## src/rtl/blackjack_pkg.sv

```systemverilog
// blackjack_pkg: shared arbiter state encodings, state enum and a width helper.
// Latency: none (constants, types and an elaboration-time function only).
// Backpressure: none.
package blackjack_pkg;

    // Arbiter state encodings, kept as plain constants so other blocks can decode them.
    localparam logic [1:0] ST_IDLE  = 2'd0;
    localparam logic [1:0] ST_OFFER = 2'd1;
    localparam logic [1:0] ST_HOLD  = 2'd2;

    typedef enum logic [1:0] {
        IDLE  = ST_IDLE,
        OFFER = ST_OFFER,
        HOLD  = ST_HOLD
    } arb_state_e;

    // Ceiling log2 with a floor of 1, so a 1- or 2-entry range still gets a 1-bit field.
    function automatic int bj_clog2(input int value);
        int width;
        width = 1;
        for (int i = 1; i < 31; i++) begin
            if ((1 << i) < value) begin
                width = i + 1;
            end
        end
        return width;
    endfunction

endpackage

```

## src/rtl/btn_priority_sel.sv

```systemverilog
// btn_priority_sel: picks the first set request scanning upward from a start index, wrapping.
// Latency: purely combinational, zero cycles.
// Backpressure: none; the caller decides when the selection is used.
module btn_priority_sel
    import blackjack_pkg::*;
#(
    parameter int N_BTN = 4,
    parameter int ID_W  = bj_clog2(N_BTN)
) (
    input  logic [N_BTN-1:0] req_i,
    input  logic [ID_W-1:0]  start_i,
    output logic [N_BTN-1:0] onehot_o,
    output logic [ID_W-1:0]  idx_o,
    output logic             any_o
);

    // Wrapping scan: the first set bit at or after start_i wins; start_i of 0 gives fixed priority.
    always_comb begin
        int              pos;
        logic [ID_W-1:0] pos_idx;
        logic            found;
        pos      = 0;
        pos_idx  = '0;
        found    = 1'b0;
        onehot_o = '0;
        idx_o    = '0;
        for (int i = 0; i < N_BTN; i++) begin
            pos = int'(start_i) + i;
            if (pos >= N_BTN) begin
                pos = pos - N_BTN;
            end
            pos_idx = pos[ID_W-1:0];
            if (!found && req_i[pos_idx]) begin
                found             = 1'b1;
                idx_o             = pos_idx;
                onehot_o[pos_idx] = 1'b1;
            end
        end
        any_o = found;
    end

endmodule

```

## src/rtl/button_arbiter.sv

```systemverilog
// button_arbiter: latches button presses and offers one at a time to the game FSM, with post-grant lockout.
// Latency: press to o_Valid is 2 cycles from IDLE; lockout after accept is HOLDOFF cycles.
// Backpressure: o_Valid/o_BtnId held stable until i_Ready; presses keep latching meanwhile (BUTTON_ARBITER_RR_EN selects round-robin).
module button_arbiter
    import blackjack_pkg::*;
#(
    parameter int N_BTN   = 4,
    parameter int HOLDOFF = 200
) (
    input  logic                       i_Clk,
    input  logic                       i_Rst_n,
    input  logic [N_BTN-1:0]           i_BtnDown,
    input  logic                       i_Ready,
    output logic                       o_Valid,
    output logic [bj_clog2(N_BTN)-1:0] o_BtnId,
    output logic [N_BTN-1:0]           o_Pending,
    output logic                       o_Overrun
);

    localparam int ID_W  = bj_clog2(N_BTN);
    localparam int CNT_W = bj_clog2(HOLDOFF + 1);
    // Counter is loaded one short because the first HOLD cycle already counts toward the lockout.
    localparam logic [CNT_W-1:0] HOLD_LOAD = CNT_W'((HOLDOFF > 0) ? (HOLDOFF - 1) : 0);

    arb_state_e       state_q,   state_d;
    logic             valid_q,   valid_d;
    logic [ID_W-1:0]  id_q,      id_d;
    logic [N_BTN-1:0] gnt_oh_q,  gnt_oh_d;
    logic [N_BTN-1:0] pending_q, pending_d;
    logic             overrun_q, overrun_d;
    logic [CNT_W-1:0] cnt_q,     cnt_d;

    logic             accept;
    logic [N_BTN-1:0] acc_mask;
    logic [ID_W-1:0]  sel_start;
    logic [N_BTN-1:0] sel_oh;
    logic [ID_W-1:0]  sel_idx;
    logic             sel_any;

    assign accept   = valid_q && i_Ready;
    assign acc_mask = accept ? gnt_oh_q : '0;

`ifdef BUTTON_ARBITER_RR_EN
    logic [ID_W-1:0] ptr_q, ptr_d;

    // Round-robin pointer moves to the slot just after the most recently accepted button.
    always_comb begin
        ptr_d = ptr_q;
        if (accept) begin
            if (id_q == ID_W'(N_BTN - 1)) begin
                ptr_d = '0;
            end else begin
                ptr_d = id_q + ID_W'(1);
            end
        end
    end

    // Pointer register; reset to 0 so the first search after reset is lowest-index first.
    always_ff @(posedge i_Clk) begin
        if (!i_Rst_n) begin
            ptr_q <= '0;
        end else begin
            ptr_q <= ptr_d;
        end
    end

    assign sel_start = ptr_q;
`else
    assign sel_start = '0;
`endif

    btn_priority_sel #(
        .N_BTN (N_BTN),
        .ID_W  (ID_W)
    ) u_sel (
        .req_i    (pending_q),
        .start_i  (sel_start),
        .onehot_o (sel_oh),
        .idx_o    (sel_idx),
        .any_o    (sel_any)
    );

    // Next-state logic: request latching runs in every state, the FSM only gates the offer.
    always_comb begin
        state_d   = state_q;
        valid_d   = valid_q;
        id_d      = id_q;
        gnt_oh_d  = gnt_oh_q;
        cnt_d     = cnt_q;
        // A press on the bit being accepted re-sets it, so the set term is applied after the clear.
        pending_d = (pending_q & ~acc_mask) | i_BtnDown;
        // Only a press landing on a bit that stays pending is lost; the accepted bit does not count.
        overrun_d = |(i_BtnDown & pending_q & ~acc_mask);

        case (state_q)
            IDLE: begin
                valid_d = 1'b0;
                if (sel_any) begin
                    id_d     = sel_idx;
                    gnt_oh_d = sel_oh;
                    valid_d  = 1'b1;
                    state_d  = OFFER;
                end
            end
            OFFER: begin
                // Winner is frozen here; new presses only update the pending vector.
                if (i_Ready) begin
                    valid_d = 1'b0;
                    if (HOLDOFF == 0) begin
                        state_d = IDLE;
                    end else begin
                        cnt_d   = HOLD_LOAD;
                        state_d = HOLD;
                    end
                end
            end
            HOLD: begin
                valid_d = 1'b0;
                if (cnt_q == '0) begin
                    state_d = IDLE;
                end else begin
                    cnt_d = cnt_q - CNT_W'(1);
                end
            end
            default: begin
                valid_d = 1'b0;
                cnt_d   = '0;
                state_d = IDLE;
            end
        endcase
    end

    // State and output registers; reset also drops any presses arriving during reset.
    always_ff @(posedge i_Clk) begin
        if (!i_Rst_n) begin
            state_q   <= IDLE;
            valid_q   <= 1'b0;
            id_q      <= '0;
            gnt_oh_q  <= '0;
            pending_q <= '0;
            overrun_q <= 1'b0;
            cnt_q     <= '0;
        end else begin
            state_q   <= state_d;
            valid_q   <= valid_d;
            id_q      <= id_d;
            gnt_oh_q  <= gnt_oh_d;
            pending_q <= pending_d;
            overrun_q <= overrun_d;
            cnt_q     <= cnt_d;
        end
    end

    assign o_Valid   = valid_q;
    assign o_BtnId   = id_q;
    assign o_Pending = pending_q;
    assign o_Overrun = overrun_q;

endmodule

```

## config.mk

```make
export PLATFORM = sky130hd
export DESIGN_NAME = button_arbiter
export DESIGN_NICKNAME = d
export VERILOG_FILES = /design/src/rtl/blackjack_pkg.sv /design/src/rtl/btn_priority_sel.sv /design/src/rtl/button_arbiter.sv
export SDC_FILE = /design/constraint.sdc
export NUM_CORES = 1
export LEC_CHECK = 0
export BUFFER_PORTS_ARGS = -buffer_cell sky130_fd_sc_hd__buf_2
export CORE_MARGIN = 2
export CORE_UTILIZATION = 50
export CTS_CLUSTER_DIAMETER = 60
export DETAILED_ROUTE_END_ITERATION = 16
export HOLD_SLACK_MARGIN = 0.08
export PLACE_DENSITY = 0.73
export SYNTH_ARGS = -nofsm -noshare
export SYNTH_HDL_FRONTEND = slang
export SYNTH_SLANG_ARGS = --single-unit
```

## constraint.sdc

```tcl
create_clock -name i_Clk -period 1.9 [get_ports i_Clk]
set_clock_uncertainty 0.05 [all_clocks]
set_input_delay 0.475 -clock i_Clk [delete_from_list [all_inputs] [get_ports i_Clk]]
set_output_delay 0.475 -clock i_Clk [all_outputs]
set_load 0.02 [all_outputs]
```

### Yosys cells after proc, flatten, opt, wreduce, memory -nomap -nowiden

Cells that the tools add are included.
W data, S select, Z words.

| storage, ports and cells | value |
|---|---|
| input bits | 7 |
| register bits | 22 |
| word-level logic and storage cells | 55 |

| operators by class | value |
|---|---|
| bitwise operators | 6 |
| reduce and logical (&&, ||, !) cells | 13 |
| muxes and demuxes | 22 |
| equal/unequal tests | 6 |
| add/subtract/negate cells | 1 |

Operator list:

| cell | number |
|---|---|
| $pmux W8 S3 | 1 |
| $mux W8 | 2 |
| $and A4 B4 Y4 | 3 |
| $mux W2 | 6 |
| $logic_not A8 Y1 | 1 |
| $mux W1 | 8 |
| $mux W4 | 2 |
| $ne A2 B2 Y1 const B | 4 |
| $sub A8 B1 Y8 const B | 1 |
| $pmux W2 S3 | 1 |
| $reduce_and A3 Y1 | 2 |
| $logic_and A1 B1 Y1 | 4 |
| $not A4 Y4 | 1 |
| $or A4 B4 Y4 | 1 |
| $reduce_or A4 Y1 | 1 |
| $logic_not A1 Y1 | 3 |
| $mux W3 | 1 |
| $eq A2 B1 Y1 const B | 1 |
| $eq A2 B2 Y1 const B | 1 |
| $logic_not A2 Y1 | 1 |
| $pmux W1 S2 | 1 |
| $reduce_and A2 Y1 | 1 |
| $not A1 Y1 | 1 |

### Depth between registers and ports, before layout

| depth | value |
|---|---|
| depth in word-level cells | 12 |
| mapped depth | 7 |

### By module

A second synthesis with hierarchy kept.

| unflattened totals | value |
|---|---|
| cell total of the unflattened synthesis | 182 |
| area total of the unflattened synthesis | 1572.8 um^2 |

Modules (own cells, without submodules):

| module | times used | cells each | area an instance (um^2) |
|---|---|---|---|
| button_arbiter | 1 | 137 | 1151.1 |
| btn_priority_sel | 1 | 45 | 421.7 |

### Least setup slack after synthesis

OpenSTA, ideal clock, no wires.

| timing path | value |
|---|---|
| path type | reg-to-reg |
| start point | register cnt_q[0] |
| end point | register cnt_q[5] |
| library setup time | 0.086 ns |
| period minus slack after synthesis | 1.625 ns |
| stages on the path, launching flop included | 7 |
| arrival | 1.488 ns |
| path buffers | 0 |
| slack | 0.275 ns |
| path through | dfxtp_1 inv_1 ha_1 nor4b_4 a311oi_2 nand3_1 a221oi_2 |

| on the way | value |
|---|---|
| cells in the longest elaborated chain, start to end | 3 |
| elaborated cells between the ends (all ways) | 6 |
| those cells by class | 1 x add/sub; 1 x eq/ne; 2 x mux; 2 x reduce/logical |

RTL lines:

| what | RTL line | source |
|---|---|---|
| from (decl) | button_arbiter.sv:31 | `logic [CNT_W-1:0] cnt_q, cnt_d;` |
| from (signal assigned) | button_arbiter.sv:150 | `cnt_q <= cnt_d;` |
| $sub A8 B1 Y8 or $logic_not A8 Y1 (tied branches) | button_arbiter.sv:122, button_arbiter.sv:119 |  |
| $mux W8 or $ne A2 B2 Y1 (tied branches) | -- |  |
| $pmux W8 S3 or $reduce_and A3 Y1 (tied branches) | -- |  |

Several ways; a longest one is shown, not always the timed one. The select of a mux whose other input is x is not followed.
A chain may end at the register's enable or synchronous reset.

### Worst setup path in the final report

| timing path | value |
|---|---|
| start point | register cnt_q[0] |
| end point | register state_q[0] |

| on the way | value |
|---|---|
| cells in the longest elaborated chain, start to end | 3 |

RTL lines:

| what | RTL line | source |
|---|---|---|
| $logic_not A8 Y1 | button_arbiter.sv:119 | `if (cnt_q == '0) begin` |
| $ne A2 B2 Y1 (no line) | -- |  |
| $reduce_and A3 Y1 (no line) | -- |  |
| to (signal assigned) | button_arbiter.sv:144 | `state_q <= state_d;` |
| to (decl) | button_arbiter.sv:25 | `arb_state_e state_q, state_d;` |

No other way between the ends.

==> flow_summary.json <==
{
  "result_of_the_run": "finished, final reports clean",
  "synth.ff_latch_count": 22,
  "grt_setup_unrepaired": "yes",
  "crit_path_max_fanout": 7,
  "r2r_slack_ps": 70,
  "p_seq_share_pct": 39.2,
  "timing.final.hold_violations": 0,
  "post_synthesis_cell_type_count": 40,
  "ff_latch_area_um2": 440,
  "drc_errors": 0,
  "synthToLayoutAreaGrowth_pct": 12.3,
  "final.hold.worst_slack_ps": 321,
  "seq_area_frac_synth_pct": 38.4,
  "worst-setup-path-type": "reg -> reg",
  "cp.required_ps": 2060,
  "proportion_of_power_drawn_by_the_clock_network_pct": 25.5,
  "avg_inst_size_synth_um2": 8.25,
  "synth-compound-area-share_pct": 29.6,
  "finalWorstPathRequiredPeriod_ps": 1830,
  "path_class_of_the_lowest_slack_min_delay_path": "in -> reg",
  "number_of_vias_after_detailed_routing": 1057,
  "leakage_nw": 0.493,
  "start_kind": "flip-flop",
  "max_slew_margin_pct": 66.8,
  "n_antenna_cell": 0,
  "placed_inst_area_um2": 1230,
  "drt.antenna.violating_nets": 0,
  "post_synthesis_net_count": 150,
  "final_layout_size_suffix_gt1_share_pct": 17.1,
  "post_synthesis_xor_xnor_area_fraction_pct": 0,
  "ff2ff_path_depth": 6,
  "synth_edf_count": 0,
  "first_global_vias": 943,
  "wire_per_inst_um": 13.8,
  "die-width_um": 51.9,
  "global_route.overflow_total": 0,
  "finalWirelength_um": 2490,
  "total_switching_power_w": 0.000521,
  "yosys_most_used_dff": "dfxtp_1",
  "cts.reportedPaths.clkPinSlew_ps": 130,
  "switching_share_pct": 36.0,
  "ioPinCount": 15,
  "synth_area_um2": 1150,
  "final_worst_path_cycle_share_pct": 96.6,
  "crit_start": "cnt_q[0]$_SDFFE_PN0P_",
  "final_cell_area_um2": 1290,
  "ctsRootBufferMaster": "clkbuf_4",
  "gr-usage-all-layers_pct": 20.8,
  "mostFrequentLayoutCell": "dfxtp_1",
  "p_int_w": 0.000927,
  "num-fill-cells": 196,
  "fmax_ghz": 0.545,
  "placement_rows": 17,
  "number_of_antenna_violations_at_the_first_check_in_global_routing": 0,
  "final_core_utilization_pct": 58.8,
  "clock_insertion_delay_at_the_later_pin_of_the_skew_report_ps": 320,
  "first_pass_grt_wire_length_um": 4200,
  "synth_adder_area_share_pct": 4.37,
  "multi_input_comb_area_um2": 637,
  "synth.top_cell.area_share_pct": 38.4,
  "die_height_um": 51.9,
  "cellPowerDensity_nw_per_um2": 1130,
  "r2r_end": "state_q[0]$_SDFFE_PN0P_",
  "yosys_warnings": 0,
  "clkSinkCount": 22,
  "synth_simple_gate_area_share_pct": 20.7,
  "finalSetupViolCount": 0,
  "maxCapViolCount": 0,
  "worst_setup_path_endpoint": "state_q[0]$_SDFFE_PN0P_",
  "reg2reg_from": "cnt_q[0]$_SDFFE_PN0P_",
  "final_nets": 164,
  "floorplan.initialDensity_pct": 52.3,
  "report.power.total_w": 0.00145,
  "cts-resized-gates": 0,
  "synthMuxAreaShare_pct": 0.873,
  "max_slew.worst_pin.slew_ps": 497,
  "largest_net_degree_at_the_start_of_global_routing": 17,
  "drt-vias-per-instance": 5.87,
  "clock_tree.buffer_depth": 2,
  "netlist_instances": 139,
  "dr.pass1.iters": 4,
  "cts_buffers": 3,
  "largest_family_of_logic_cells_by_synthesized_area": "compound AO/OA/AOI/OAI gates",
  "irDropWorstVdd_mv": 0.592,
  "timing.critical_path.to_type": "flip-flop",
  "worst_ep_arrival_time_ps": 2000,
  "commonest_non_fill_non_tap_cells_in_the_layout": "dfxtp_1, nor2_1, buf_2",
  "area_of_the_die_um2": 2690,
  "post-cts-setup-buffers": 0,
  "cell_taking_the_most_area_after_synthesis": "dfxtp_1",
  "netlist_top_cells_area": "dfxtp_1, nor2_1, a21oi_1",
  "port_buffers": 14,
  "cts_tree": "built",
  "final_max_slew_viol_count": 0,
  "place.detailed.hpwl_um": 1810,
  "drt_iter0_markers": 22,
  "ys_async_rst_share_pct": 0,
  "cts_hold_buffers": 0,
  "htree_num_levels": 1,
  "routabilityCongestion": 0.886,
  "power.share.combinational_pct": 35.3,
  "core-area_um2": 2190
}
cell usage after synthesis (all sizes together), types with 3 or more instances:
| cell | n |
|---|---|
| o21ai | 11 |
| nor3 | 4 |
| nand2 | 9 |
| clkbuf | 6 |
| nand3 | 6 |
| ha | 4 |
| inv | 10 |
| a31oi | 3 |
| o211ai | 4 |
| a21boi | 5 |
| nor2 | 16 |
| dfxtp | 22 |
| a21oi | 10 |
state kept, by name, summed over array words and instances (netlist names):
signal     count
cnt_q          8
gnt_oh_q       4
o_Pending      4
o_BtnId        2
state_q        2
o_Overrun      1
o_Valid        1
area by class of cell:
type | count | area share [%]
flip-flops and latches | 22 | 34.2
clock inverters | 1 | 2.33
repair buffers | 16 | 6.61
well taps | 28 | 2.72
multi-input cells | 100 | 49.5
clock buffers | 3 | 1.75
inverters | 10 | 2.92
stage by stage:
step	setup WS, ps	std cells	TNS [ps]
after floorplan	275	139	0
after global placement	179	175	0
after CTS	68.3	179	0
after detailed placement	98.2	175	0
after global routing	-15.0	180	-15.0
final	65.2	180	0
worst min-delay path by stage:
stage                        startpoint                       end  slack, ps  cells after the start
6_report                   i_BtnDown[2]   o_Pending[2]$_SDFF_PN0_        320                      3
3_5_place_dp    o_BtnId[1]$_SDFFE_PN0P_   o_BtnId[1]$_SDFFE_PN0P_        400                      2
2_1_floorplan  gnt_oh_q[1]$_SDFFE_PN0P_  gnt_oh_q[1]$_SDFFE_PN0P_        380                      2
5_1_grt                    i_BtnDown[1]   o_Pending[1]$_SDFF_PN0_        320                      3
4_1_cts                    i_BtnDown[2]   o_Pending[2]$_SDFF_PN0_        320                      3
3_3_place_gp    o_BtnId[1]$_SDFFE_PN0P_   o_BtnId[1]$_SDFFE_PN0P_        380                      2
per-layer routing:
layer  vias to the layer above  track usage [%]  part of all wire, %
met3                         2             2.59                  3.0
met4                         0             6.58                 0.72
li1                        529                -                    -
met5                         -                0                    0
met1                       505             31.1                   51
met2                        21             30.6                   45
power groups by stage:
stage | combinational, W | clock, W | sequential, W
after floorplan | 0.000356 | 0 | 0.000587
after global placement | 0.000476 | 0 | 0.000575
after detailed placement | 0.000488 | 0 | 0.000579
after CTS | 0.000493 | 0.000373 | 0.000568
after global routing | 0.000562 | 0.000388 | 0.000578
final | 0.000511 | 0.000369 | 0.000568
cell families after synthesis:
kind of cell,Yosys count
compound gates,49
simple gates,46
flops,22
buf+inv,17
fa+ha+maj,4
mux,1
worst max-delay path: stages (launching register included):
cell and delay (ps):
dfxtp_1 360, inv_1 80, ha_1 210, nor4b_4 400
a21o_2 240, o211ai_1 90, a221oi_1 290
No activity file was read; power rests on OpenSTA's default activity.
